File: config.mk
export PLATFORM = sky130hd
export DESIGN_NAME = cache_refill_controller
export DESIGN_NICKNAME = d
export VERILOG_FILES = /design/src/rtl/cache_refill_controller_pkg.sv /design/src/rtl/cache_refill_controller.sv
export SDC_FILE = /design/constraint.sdc
export NUM_CORES = 1
export LEC_CHECK = 0
export BUFFER_PORTS_ARGS = -buffer_cell sky130_fd_sc_hd__clkbuf_2
export CORE_AREA = 10 10 197 199
export DETAILED_ROUTE_END_ITERATION = 8
export DIE_AREA = 0 0 207 209
export HOLD_SLACK_MARGIN = 0.03
export PLACE_DENSITY_LB_ADDON = 0.08
export SYNTH_ARGS = -nofsm -noshare
export SYNTH_HDL_FRONTEND = slang
export SYNTH_SLANG_ARGS = --single-unit
File: constraint.sdc
create_clock -name clock -period 5.84 [get_ports clock]
set_input_delay 0.584 -clock clock [delete_from_list [all_inputs] [get_ports clock]]
set_output_delay 0.584 -clock clock [all_outputs]
set_load 0.03 [all_outputs]
File: src/rtl/cache_refill_controller_pkg.sv
// Shared fetch package: refill FSM encoding and instruction-cache line geometry.
package cache_refill_controller_pkg;

  localparam int unsigned LINE_WORDS       = 4;
  localparam int unsigned FETCH_WORD_WIDTH = 32;
  localparam int unsigned LINE_WIDTH       = LINE_WORDS * FETCH_WORD_WIDTH;
  localparam int unsigned LINE_BYTES       = LINE_WIDTH / 8;
  localparam int unsigned LINE_OFFSET_BITS = $clog2(LINE_BYTES);
  localparam int unsigned WORD_OFFSET_BITS = $clog2(FETCH_WORD_WIDTH / 8);
  localparam int unsigned WORD_IDX_BITS    = $clog2(LINE_WORDS);

  typedef enum logic [1:0] {
    ST_IDLE  = 2'd0,
    ST_FETCH = 2'd1,
    ST_FILL  = 2'd2
  } refill_state_e;

endpackage

File: src/rtl/cache_refill_controller.sv
// Instruction-cache refill controller: fetches a 4-word line on a miss and
// hands it to the cache as a one-cycle line_valid pulse.
module cache_refill_controller
  import cache_refill_controller_pkg::*;
#(
  parameter int unsigned ADDR_WIDTH     = 32,
  parameter int unsigned WORD_WIDTH     = FETCH_WORD_WIDTH,
  parameter int unsigned WORDS_PER_LINE = LINE_WORDS
) (
  input  logic                                 clock,
  input  logic                                 reset_n,
  input  logic                                 miss_req,
  input  logic [ADDR_WIDTH-1:0]                miss_addr,
  input  logic                                 flush,
  input  logic                                 mem_ready,
  input  logic [WORD_WIDTH-1:0]                mem_rdata,
  output logic                                 mem_req,
  output logic [ADDR_WIDTH-1:0]                mem_addr,
  output logic [WORDS_PER_LINE*WORD_WIDTH-1:0] line_data,
  output logic [ADDR_WIDTH-1:0]                line_addr,
  output logic                                 line_valid,
  output logic                                 stall,
  output logic [15:0]                          refill_count
);

  localparam int unsigned LINE_W = WORDS_PER_LINE * WORD_WIDTH;
  localparam logic [WORD_IDX_BITS-1:0] LAST_IDX = WORD_IDX_BITS'(WORDS_PER_LINE - 1);
  localparam logic [15:0] COUNT_MAX = 16'hFFFF;

  refill_state_e             state_q, state_d;
  logic [WORD_IDX_BITS-1:0]  k_q, k_d;
  logic [ADDR_WIDTH-1:0]     base_q, base_d;
  logic [LINE_W-1:0]         shift_q, shift_d;
  logic [LINE_W-1:0]         line_data_q, line_data_d;
  logic [ADDR_WIDTH-1:0]     line_addr_q, line_addr_d;
  logic [15:0]               refill_count_q, refill_count_d;
  logic                      unused_offset;

  assign unused_offset = ^miss_addr[LINE_OFFSET_BITS-1:0];

  always_ff @(posedge clock or negedge reset_n) begin
    if (!reset_n) begin
      state_q        <= ST_IDLE;
      k_q            <= '0;
      base_q         <= '0;
      shift_q        <= '0;
      line_data_q    <= '0;
      line_addr_q    <= '0;
      refill_count_q <= '0;
    end else begin
      state_q        <= state_d;
      k_q            <= k_d;
      base_q         <= base_d;
      shift_q        <= shift_d;
      line_data_q    <= line_data_d;
      line_addr_q    <= line_addr_d;
      refill_count_q <= refill_count_d;
    end
  end

  // Words shift in from the bottom, so word 0 ends up in the top slot of the line.
  always_comb begin
    state_d        = state_q;
    k_d            = k_q;
    base_d         = base_q;
    shift_d        = shift_q;
    line_data_d    = line_data_q;
    line_addr_d    = line_addr_q;
    refill_count_d = refill_count_q;
    unique case (state_q)
      ST_IDLE: begin
        if (miss_req && !flush) begin
          base_d  = {miss_addr[ADDR_WIDTH-1:LINE_OFFSET_BITS], LINE_OFFSET_BITS'(0)};
          k_d     = '0;
          state_d = ST_FETCH;
        end
      end
      ST_FETCH: begin
        if (flush) begin
          state_d = ST_IDLE;
        end else if (mem_ready) begin
          shift_d = {shift_q[LINE_W-WORD_WIDTH-1:0], mem_rdata};
          k_d     = k_q + WORD_IDX_BITS'(1);
          if (k_q == LAST_IDX) begin
            line_data_d = shift_d;
            line_addr_d = base_q;
            state_d     = ST_FILL;
          end
        end
      end
      ST_FILL: begin
        state_d = ST_IDLE;
        if (refill_count_q != COUNT_MAX) begin
          refill_count_d = refill_count_q + 16'd1;
        end
      end
      default: state_d = ST_IDLE;
    endcase
  end

  assign mem_req      = (state_q == ST_FETCH);
  assign mem_addr     = base_q + (ADDR_WIDTH'(k_q) << WORD_OFFSET_BITS);
  assign line_valid   = (state_q == ST_FILL);
  assign stall        = (state_q != ST_IDLE);
  assign line_data    = line_data_q;
  assign line_addr    = line_addr_q;
  assign refill_count = refill_count_q;

endmodule

==> flow_metrics.py, run 1 <==
metrics = {
    "run_status": {
        "status": "finished clean",
    },
    "run": {
        "maxCapViolations": 0,
    },
    "power": {
        "powerDensity_mw_per_mm2": 453,
        "p_total_uw": 6510,
        "ir_worst_vdd_v": 0.000204,
        "p_leak_uw": 0.00739,
    },
    "synthesis": {
        "netlist_area_mm2": 0.0114,
        "synth_edf_count": 0,
        "synth_seq_area_share": 0.659,
        "synth_cells": 695,
        "ys_warn_count": 0,
        "synth_ff_type": "dfrtp_1",
        "ys_top_cells_by_count": "dfrtp_1, mux2_2, buf_2",
        "yosysTopAreaCell": "dfrtp_1",
        "yosysMostFrequentCell": "dfrtp_1",
        "post_synth.cell_area_avg_um2": 16.4,
        "synthDominantCellAreaShare": 0.659,
        "synth_area_leaders": "dfrtp_1, mux2_2, mux2_1",
        "synth.distinct_cells": 36,
        "synthArstFlopShare": 1.00,
        "ys_seq_elements": 300,
    },
    "sta": {
        "setup_viol": 0,
        "max_slew_margin": 0.307,
        "fin_crit_ns": 2.78,
        "slew_violations": 0,
        "setup_slack_ns": 3.06,
        "worstMarginPinSlew_ns": 1.04,
        "report.final.hold_viol_count": 0,
        "skew_ns": 0.0116,
        "rsz0062_at_grt": "false",
        "fin_tns_setup_ns": 0,
        "period_share": 0.476,
        "max_freq_ghz": 0.360,
    },
    "critical_path": {
        "path_max_fanout": 42,
        "cp-startpoint": "state_q[1]$_DFFE_PN0P_",
        "r2r-end": "line_data[108]$_DFFE_PN0P_",
        "worst_setup_path_end_kind": "register",
        "startpoint_type": "register",
        "crit_required_ns": 6.22,
        "r2r_slack_ns": 3.06,
        "crit_type": "reg2reg",
        "setup.worst_path.end": "line_data[108]$_DFFE_PN0P_",
        "crit_arrival_ns": 3.16,
        "r2r_start": "state_q[1]$_DFFE_PN0P_",
        "reg2regPathDepth": 6,
    },
    "clock_network": {
        "post_cts_buffers": 0,
        "cts_root_buf": "clkbuf_16",
        "post_cts_resized": 0,
        "clk_pin_slew_ns": 0.06,
        "cts.hold.buffers_added": 0,
        "cts_tree": "done",
        "htreeDepth": 2,
        "cts_buffers": 36,
        "clk_latency_ns": 0.51,
        "clkSinkCount": 300,
        "clk_path_buf_depth": 3,
    },
    "die": {
        "initial_core_util": 0.325,
        "ios": 280,
        "rows": 69,
        "core_area_mm2": 0.0351,
        "die_area_mm2": 0.0433,
        "chipWidth_um": 207,
        "dieHeight_um": 209,
    },
    "grt": {
        "grt_max_degree": 162,
        "grtUsageTotal": 0.124,
        "grt_pass1_vias": 7072,
        "grt_pass1_wl_mm": 43.4,
        "antenna_found_initial": 0,
        "grt-ovfl-total": 0,
    },
    "routing": {
        "drt-initial-drc-count": 226,
        "num_vias": 6664,
        "wl_mm": 27.1,
        "viasPerCell": 4.56,
        "drc": 0,
        "final_antenna_net_count": 0,
        "wl_per_cell_um": 18.5,
        "first_pass_iters": 4,
    },
    "finish": {
        "num_antenna_cells": 0,
        "finalNetCount": 1048,
        "final_area_mm2": 0.0144,
        "drive_gt1_frac": 0.601,
        "syn_to_final_growth_pct": 26.1,
        "fillers": 3390,
    },
    "placement": {
        "numPortBuffers": 269,
        "dpl.hpwl_mm": 18.1,
        "place_area_mm2": 0.0132,
        "gp_congestion": 0.703,
        "dpl_worst_slack_ns": 2.86,
    },
    "worst_hold_path": {
        "hold_path.class": "in2async",
    },
}
==> cell type report <==
type | instances | area, µm² | area share
Tap cell | 461 | 577 | 0.0402
Sequential cell | 300 | 7510 | 0.523
Timing Repair Buffer | 276 | 1420 | 0.0990
Multi-Input combinational cell | 360 | 3690 | 0.257
Clock buffer | 54 | 1090 | 0.0759
Inverter | 3 | 11.3 | 0.000784
Clock inverter | 7 | 60.1 | 0.00418
==> registers in the layout, indices dropped and copies added, names as in the netlist <==
name and count:
line_addr 28, line_data 128, base_q 28, k_q 2, refill_count 16, shift_q 96
state_q 2
==> kinds of logic after synthesis <==
kind of cell | Yosys count | share of synthesized area
buffers and inverters | 40 | 0.0195
XOR/XNOR | 8 | 0.00616
flip-flops | 300 | 0.659
AND/OR/NAND/NOR | 45 | 0.0241
multiplexers | 284 | 0.281
other | 1 | 0.000329
adder cells (fa/ha/maj) | 2 | 0.00220
AO/OA/AOI/OAI | 15 | 0.00736
==> placed cells by master, fill, tap and decap left out, drive strengths merged, types with 4 or more instances in the layout <==
cell    instances
clkinv          6
mux2          284
nor2            4
xor2            6
clkbuf        322
buf             8
dfrtp         300
nand3           6
a21oi           9
nand4           5
nand2           8
conb            6
==> where the power goes <==
part	switching [µW]	internal [µW]
logic	839	577
registers	315	2610
clock network	840	1320
==> critical path: stages (launching register included) <==
cell and delay (ns):
dfrtp_1 0.45, nand2b_4 0.20, nor3b_4 0.18, buf_4 0.51, nand2_4 0.10, inv_2 0.74
mux2_2 0.41
==> metal layers <==
| layer | vias up | wire (µm) | track usage |
|---|---|---|---|
| met4 | 0 | 513 | 0.0360 |
| met2 | 182 | 12300 | 0.185 |
| met3 | 41 | 2010 | 0.0474 |
| met5 | - | 0 | 0 |
| li1 | 3033 | - | - |
| met1 | 3408 | 12300 | 0.162 |
==> through the flow <==
| step | hold WS [ns] | instances | util |
|---|---|---|---|
| 2_1_floorplan | 0.288 | 700 | - |
| 3_3_place_gp | 0.476 | 1400 | 0.377 |
| 3_5_place_dp | 0.481 | 1400 | 0.377 |
| 4_1_cts | 0.0666 | 1461 | 0.410 |
| 5_1_grt | 0.0644 | 1461 | 0.410 |
| 6_report | 0.0220 | 1461 | 0.410 |
==> worst min path at each step <==
stage | endpoint | slack, ns
after CTS | refill_count[10]$_DFFE_PN0P_ | 0.07
final | refill_count[10]$_DFFE_PN0P_ | 0.02
after floorplan | base_q[10]$_DFFE_PN0P_ | 0.29
after global placement | line_data[69]$_DFFE_PN0P_ | 0.48
after detailed placement | line_data[82]$_DFFE_PN0P_ | 0.48
after global routing | refill_count[10]$_DFFE_PN0P_ | 0.06
(Power assumes the default switching activity.)
==> run 2: changes to the inputs <==
- clock period: 5.84 -> 2.81 ns (I/O delays scaled with it)
==> run 2 against run 1 <==
Net effect:
- sequential share of layout area decreased by 2.3 points
- critical path depth unchanged
- largest power group unchanged
- critical endpoint is now line_data[114]$_DFFE_PN0P_
- largest cell class unchanged
- wire length increased by 1.5%
- non-clock buffer count increased by 67
- die area unchanged
- clock skew decreased by 0.0037 ns
- final cell count increased by 4.7%
- first-iteration DRC count decreased by 23%
- core utilization increased by 1.9 points
- design area increased by 4.6%
==> flow_metrics.py, run 2 (synthesis gave the netlist of run 1 again) <==
metrics = {
    "sta": {
        "max_freq_ghz": 0.475,
        "hold_slack_ns": 0.0532,
        "setup_viol": 0,
        "fin_tns_setup_ns": 0,
        "skew_ns": 0.00792,
        "rsz0062_at_grt": "false",
        "period_share": 0.750,
        "fin_crit_ns": 2.11,
        "report.final.hold_viol_count": 0,
        "worstMarginPinSlew_ns": 0.881,
        "max_slew_margin": 0.412,
        "slew_violations": 0,
    },
    "grt": {
        "grt_max_degree": 97,
        "grt_pass1_vias": 7356,
        "antenna_found_initial": 0,
        "grtUsageTotal": 0.125,
        "grt_pass1_wl_mm": 44.4,
        "grt-ovfl-total": 0,
    },
    "worst_hold_path": {
        "hold_path.class": "in2reg",
    },
    "critical_path": {
        "worst_setup_path_end_kind": "register",
        "path_max_fanout": 28,
        "crit_type": "reg2reg",
        "critPathTopFamily": "simple AND/OR/NAND/NOR gates",
        "crit_chain": "nand2b_4 > nor3b_4 > nand2_4 > inv_2 > buf_12 > mux2_2",
        "crit_arrival_ns": 2.49,
        "crit_buf_inv": 2,
        "startpoint_type": "register",
        "crit_required_ns": 3.19,
        "critPathMaxStageDelay_ns": 0.45,
        "cp_slowest_cell": "dfrtp_1",
    },
    "die": {
        "core_area_mm2": 0.0351,
        "ios": 280,
        "dieHeight_um": 209,
        "initial_core_util": 0.325,
        "die_area_mm2": 0.0433,
        "chipWidth_um": 207,
        "rows": 69,
    },
    "finish": {
        "finalNetCount": 1114,
        "num_antenna_cells": 0,
        "syn_to_final_growth_pct": 32.0,
        "final_cell_mix": "dfrtp_1, clkbuf_2, mux2_2",
        "layout_commonest_cell": "dfrtp_1",
        "fillers": 3314,
        "drive_gt1_frac": 0.569,
        "largest_reg_flops": 128,
    },
    "power": {
        "ir_worst_vdd_v": 0.000493,
        "p_leak_uw": 0.00768,
        "powerDensity_mw_per_mm2": 899,
    },
    "routing": {
        "first_pass_iters": 4,
        "drc": 0,
        "viasPerCell": 4.49,
        "final_antenna_net_count": 0,
        "wl_per_cell_um": 18.0,
        "drt-initial-drc-count": 173,
        "num_vias": 6861,
        "wl_mm": 27.5,
    },
    "run_status": {
        "status": "finished clean",
    },
    "run": {
        "maxCapViolations": 0,
    },
    "clock_network": {
        "clk_pin_slew_ns": 0.06,
        "cts_root_buf": "clkbuf_16",
        "clk_path_buf_depth": 3,
        "clk_latency_ns": 0.50,
        "clkSinkCount": 300,
        "cts_buffers": 35,
        "htreeDepth": 2,
        "cts_tree": "done",
    },
    "placement": {
        "dpl.hpwl_mm": 18.9,
        "numPortBuffers": 269,
        "gp_congestion": 0.718,
    },
}
==> run 2: changes by cell type in the layout (fill, tap and decap cells not counted), sizes merged <==
cell         change
clkbuf           +2
buf             +11
dlygate4sd3     +56
clkinv           -1
==> run 2: final cells by class <==
| class | count | area, µm² | share of cell area |
|---|---|---|---|
| inverters | 3 | 11.3 | 0.000749 |
| well taps | 461 | 577 | 0.0384 |
| clock inverters | 6 | 55.1 | 0.00366 |
| repair buffers | 343 | 2110 | 0.141 |
| clock buffers | 56 | 1070 | 0.0710 |
| multi-input cells | 360 | 3690 | 0.246 |
| flip-flops and latches | 300 | 7510 | 0.500 |
==> run 2: metal layers <==
| metal | global-route usage | vias up | share of wire |
|---|---|---|---|
| li1 | - | 3166 | - |
| met1 | 0.161 | 3472 | 0.45 |
| met2 | 0.196 | 185 | 0.46 |
| met3 | 0.0435 | 38 | 0.073 |
| met4 | 0.0355 | 0 | 0.019 |
| met5 | 0 | - | 0 |
==> run 2: where the power goes <==
group	switching (µW)	internal (µW)	total [µW]
registers	657	5430	6090
logic	1770	1260	3030
clock network	1710	2690	4390
==> run 2: path summary, 6_finish.rpt <==
check,start,endpoint,slack [ns],cells after the start
worst min register to register,line_data[88]$_DFFE_PN0P_,line_data[88]$_DFFE_PN0P_,0.48,1
worst max register to register,state_q[1]$_DFFE_PN0P_,line_data[114]$_DFFE_PN0P_,0.70,6
max in group asynchronous,reset_n,base_q[11]$_DFFE_PN0P_,1.67,3
min in group asynchronous,reset_n,line_addr[30]$_DFFE_PN0P_,0.36,2
worst min-delay path,mem_rdata[15],shift_q[15]$_DFFE_PN0P_,0.05,2
worst max-delay path,state_q[1]$_DFFE_PN0P_,line_data[114]$_DFFE_PN0P_,0.70,6
==> run 2: through the flow <==
step           area [µm²]   util  std cells  total power [µW]  worst slack [ns]
2_1_floorplan       11400      -        700              8070             0.784
3_3_place_gp        13300  0.381       1411              9170             0.646
3_5_place_dp        13300  0.381       1411              9210             0.664
4_1_cts             15000  0.429       1529             13800             0.643
5_1_grt             15000  0.429       1529             14300             0.560
6_report            15000  0.429       1529             13500             0.703
==> run 2: worst register-to-register path, stage by stage (launching register included) <==
cell	delay [ns]
dfrtp_1	0.45
nand2b_4	0.20
nor3b_4	0.30
nand2_4	0.10
inv_2	0.29
buf_12	0.27
mux2_2	0.38
==> run 2: what timing repair did <==
action / in CTS / in global routing
hold buffers: 56 / 0
endpoints found under the hold margin: 141 / 0
gates resized for setup: 0 / 0
setup buffers: 0 / 0
==> run 3: changes to the inputs <==
- clock period: 2.81 -> 1.86 ns (I/O delays scaled with it)
==> run 3 against run 2 <==
Net effect:
- global-route usage fell by 0.081 points
- sequential power rose by 51%
- flip-flop and latch count did not move
- design area rose by 1.5%
- register-to-register slack got worse by 0.61 ns
==> flow_metrics.py, run 3 (synthesis gave the netlist of run 1 again) <==
metrics = {
    "finish": {
        "finalNetCount": 1134,
        "seq_area_mm2": 0.00751,
        "layout_commonest_cell": "dfrtp_1",
        "stdcell_count": 1547,
        "syn_to_final_growth_pct": 34.0,
        "final_cell_mix": "dfrtp_1, clkbuf_2, mux2_2",
        "drive_gt1_frac": 0.576,
        "num_antenna_cells": 0,
        "fillers": 3276,
        "largest_reg_flops": 128,
        "multiInputGateArea_mm2": 0.00370,
    },
    "sta": {
        "setup_viol": 0,
        "fin_tns_setup_ns": 0,
        "slew_violations": 0,
        "period_share": 0.952,
        "skew_ns": 0.00661,
        "max_freq_ghz": 0.565,
        "report.final.hold_viol_count": 0,
        "fin_crit_ns": 1.77,
    },
    "power": {
        "p_leak_uw": 0.00780,
        "ir_worst_vdd_v": 0.000854,
        "powerDensity_mw_per_mm2": 1340,
    },
    "clock_network": {
        "clk_path_buf_depth": 3,
        "clk_pin_slew_ns": 0.05,
        "clkSinkCount": 300,
        "cts_buffers": 35,
        "clk_latency_ns": 0.50,
        "cts_tree": "done",
        "cts_root_buf": "clkbuf_16",
        "htreeDepth": 2,
    },
    "routing": {
        "wl_mm": 27.4,
        "first_pass_iters": 4,
        "wl_per_cell_um": 17.7,
        "viasPerCell": 4.46,
        "num_vias": 6896,
        "met1Wirelength_mm": 12.5,
        "top_layer_used": "met4",
        "drt-initial-drc-count": 246,
        "final_antenna_net_count": 0,
        "wl_met3_mm": 1.99,
        "drc": 0,
        "route.met2.wl_mm": 12.4,
    },
    "critical_path": {
        "crit_buf_inv": 2,
        "crit_required_ns": 2.24,
        "startpoint_type": "register",
        "cp_slowest_cell": "dfrtp_1",
        "reg2regPathDepth": 6,
        "worst_setup_path_end_kind": "register",
        "crit_type": "reg2reg",
        "critPathMaxStageDelay_ns": 0.38,
        "crit_chain": "nand2b_4 > nor3b_4 > nand2_4 > inv_2 > buf_12 > mux2_2",
        "crit_arrival_ns": 2.15,
        "path_max_fanout": 20,
        "r2r_slack_ns": 0.09,
        "r2r_start": "state_q[1]$_DFFE_PN0P_",
        "critPathTopFamily": "simple AND/OR/NAND/NOR gates",
        "r2r-end": "line_data[103]$_DFFE_PN0P_",
    },
    "grt": {
        "antenna_found_initial": 0,
        "grt-ovfl-total": 0,
        "grt_max_degree": 56,
        "grt_pass1_wl_mm": 44.2,
        "grtUsageTotal": 0.124,
        "grt_pass1_vias": 7533,
    },
    "worst_hold_path": {
        "hold_depth": 4,
        "hold_path.class": "in2reg",
        "hold_end": "k_q[1]$_DFFE_PN0P_",
        "holdCritStartpoint": "mem_ready",
    },
    "die": {
        "dieHeight_um": 209,
        "die_area_mm2": 0.0433,
        "rows": 69,
        "chipWidth_um": 207,
        "ios": 280,
        "core_area_mm2": 0.0351,
        "initial_core_util": 0.325,
    },
    "run": {
        "maxCapViolations": 0,
    },
    "run_status": {
        "status": "finished clean",
    },
    "placement": {
        "dpl.hpwl_mm": 18.9,
        "dp.cells": 1426,
        "numPortBuffers": 269,
        "gp_congestion": 0.716,
    },
}
run 3: how the worst max path moves through the flow:
stage                           startpoint                           to  slack (ns)  cells after the start
2_1_floorplan  refill_count[0]$_DFFE_PN0P_  refill_count[5]$_DFFE_PN0P_      -0.006                      5
3_3_place_gp        state_q[1]$_DFFE_PN0P_    line_data[77]$_DFFE_PN0P_        0.06                      5
3_5_place_dp        state_q[1]$_DFFE_PN0P_    line_data[77]$_DFFE_PN0P_        0.04                      5
4_1_cts                 k_q[0]$_DFFE_PN0P_    line_addr[27]$_DFFE_PN0P_        0.04                      4
5_1_grt        refill_count[1]$_DFFE_PN0P_  refill_count[4]$_DFFE_PN0P_      -0.005                      5
6_report            state_q[1]$_DFFE_PN0P_   line_data[103]$_DFFE_PN0P_        0.09                      6
run 3: worst register-to-register path: cells and delay by family (launching register included):
family,cells,cell delay [ns]
multiplexers,1,0.37
flip-flops,1,0.38
AND/OR/NAND/NOR,3,0.61
buffers and inverters,2,0.29
run 3: cell type report:
cell class	instances	share of cell area
clock inverter	7	0.00394
inverter	3	0.000738
timing repair buffer	363	0.154
tap	461	0.0378
clock buffer	53	0.0692
multi-input combinational	360	0.243
sequential	300	0.492
run 3: metal layers:
layer,vias up,GRT usage
li1,3213,-
met1,3462,0.163
met2,187,0.193
met3,34,0.0419
met4,0,0.0337
met5,-,0
run 3: what timing repair did:
item,CTS,global route
setup endpoints to repair,0,42
hold endpoints to repair,329,0
buffers inserted,0,0
resized for setup,0,3
hold buffers,61,0
run 3: stage by stage:
stage	hold WS [ns]	utilization	setup slack (ns)	cell area [µm²]	total power [µW]
after global placement	0.128	0.386	0.0555	13500	13900
after CTS	0.0643	0.435	0.0360	15200	20800
after global routing	0.111	0.435	-0.00458	15300	21500
after floorplan	-0.110	-	-0.00616	11400	12200
after detailed placement	0.123	0.386	0.0392	13500	13900
final	0.0890	0.435	0.0900	15300	20400
run 3: power breakdown:
group	switching, µW	internal (µW)
sequential	996	8200
combinational	2670	1950
clock	2560	4040
total	6220	14200
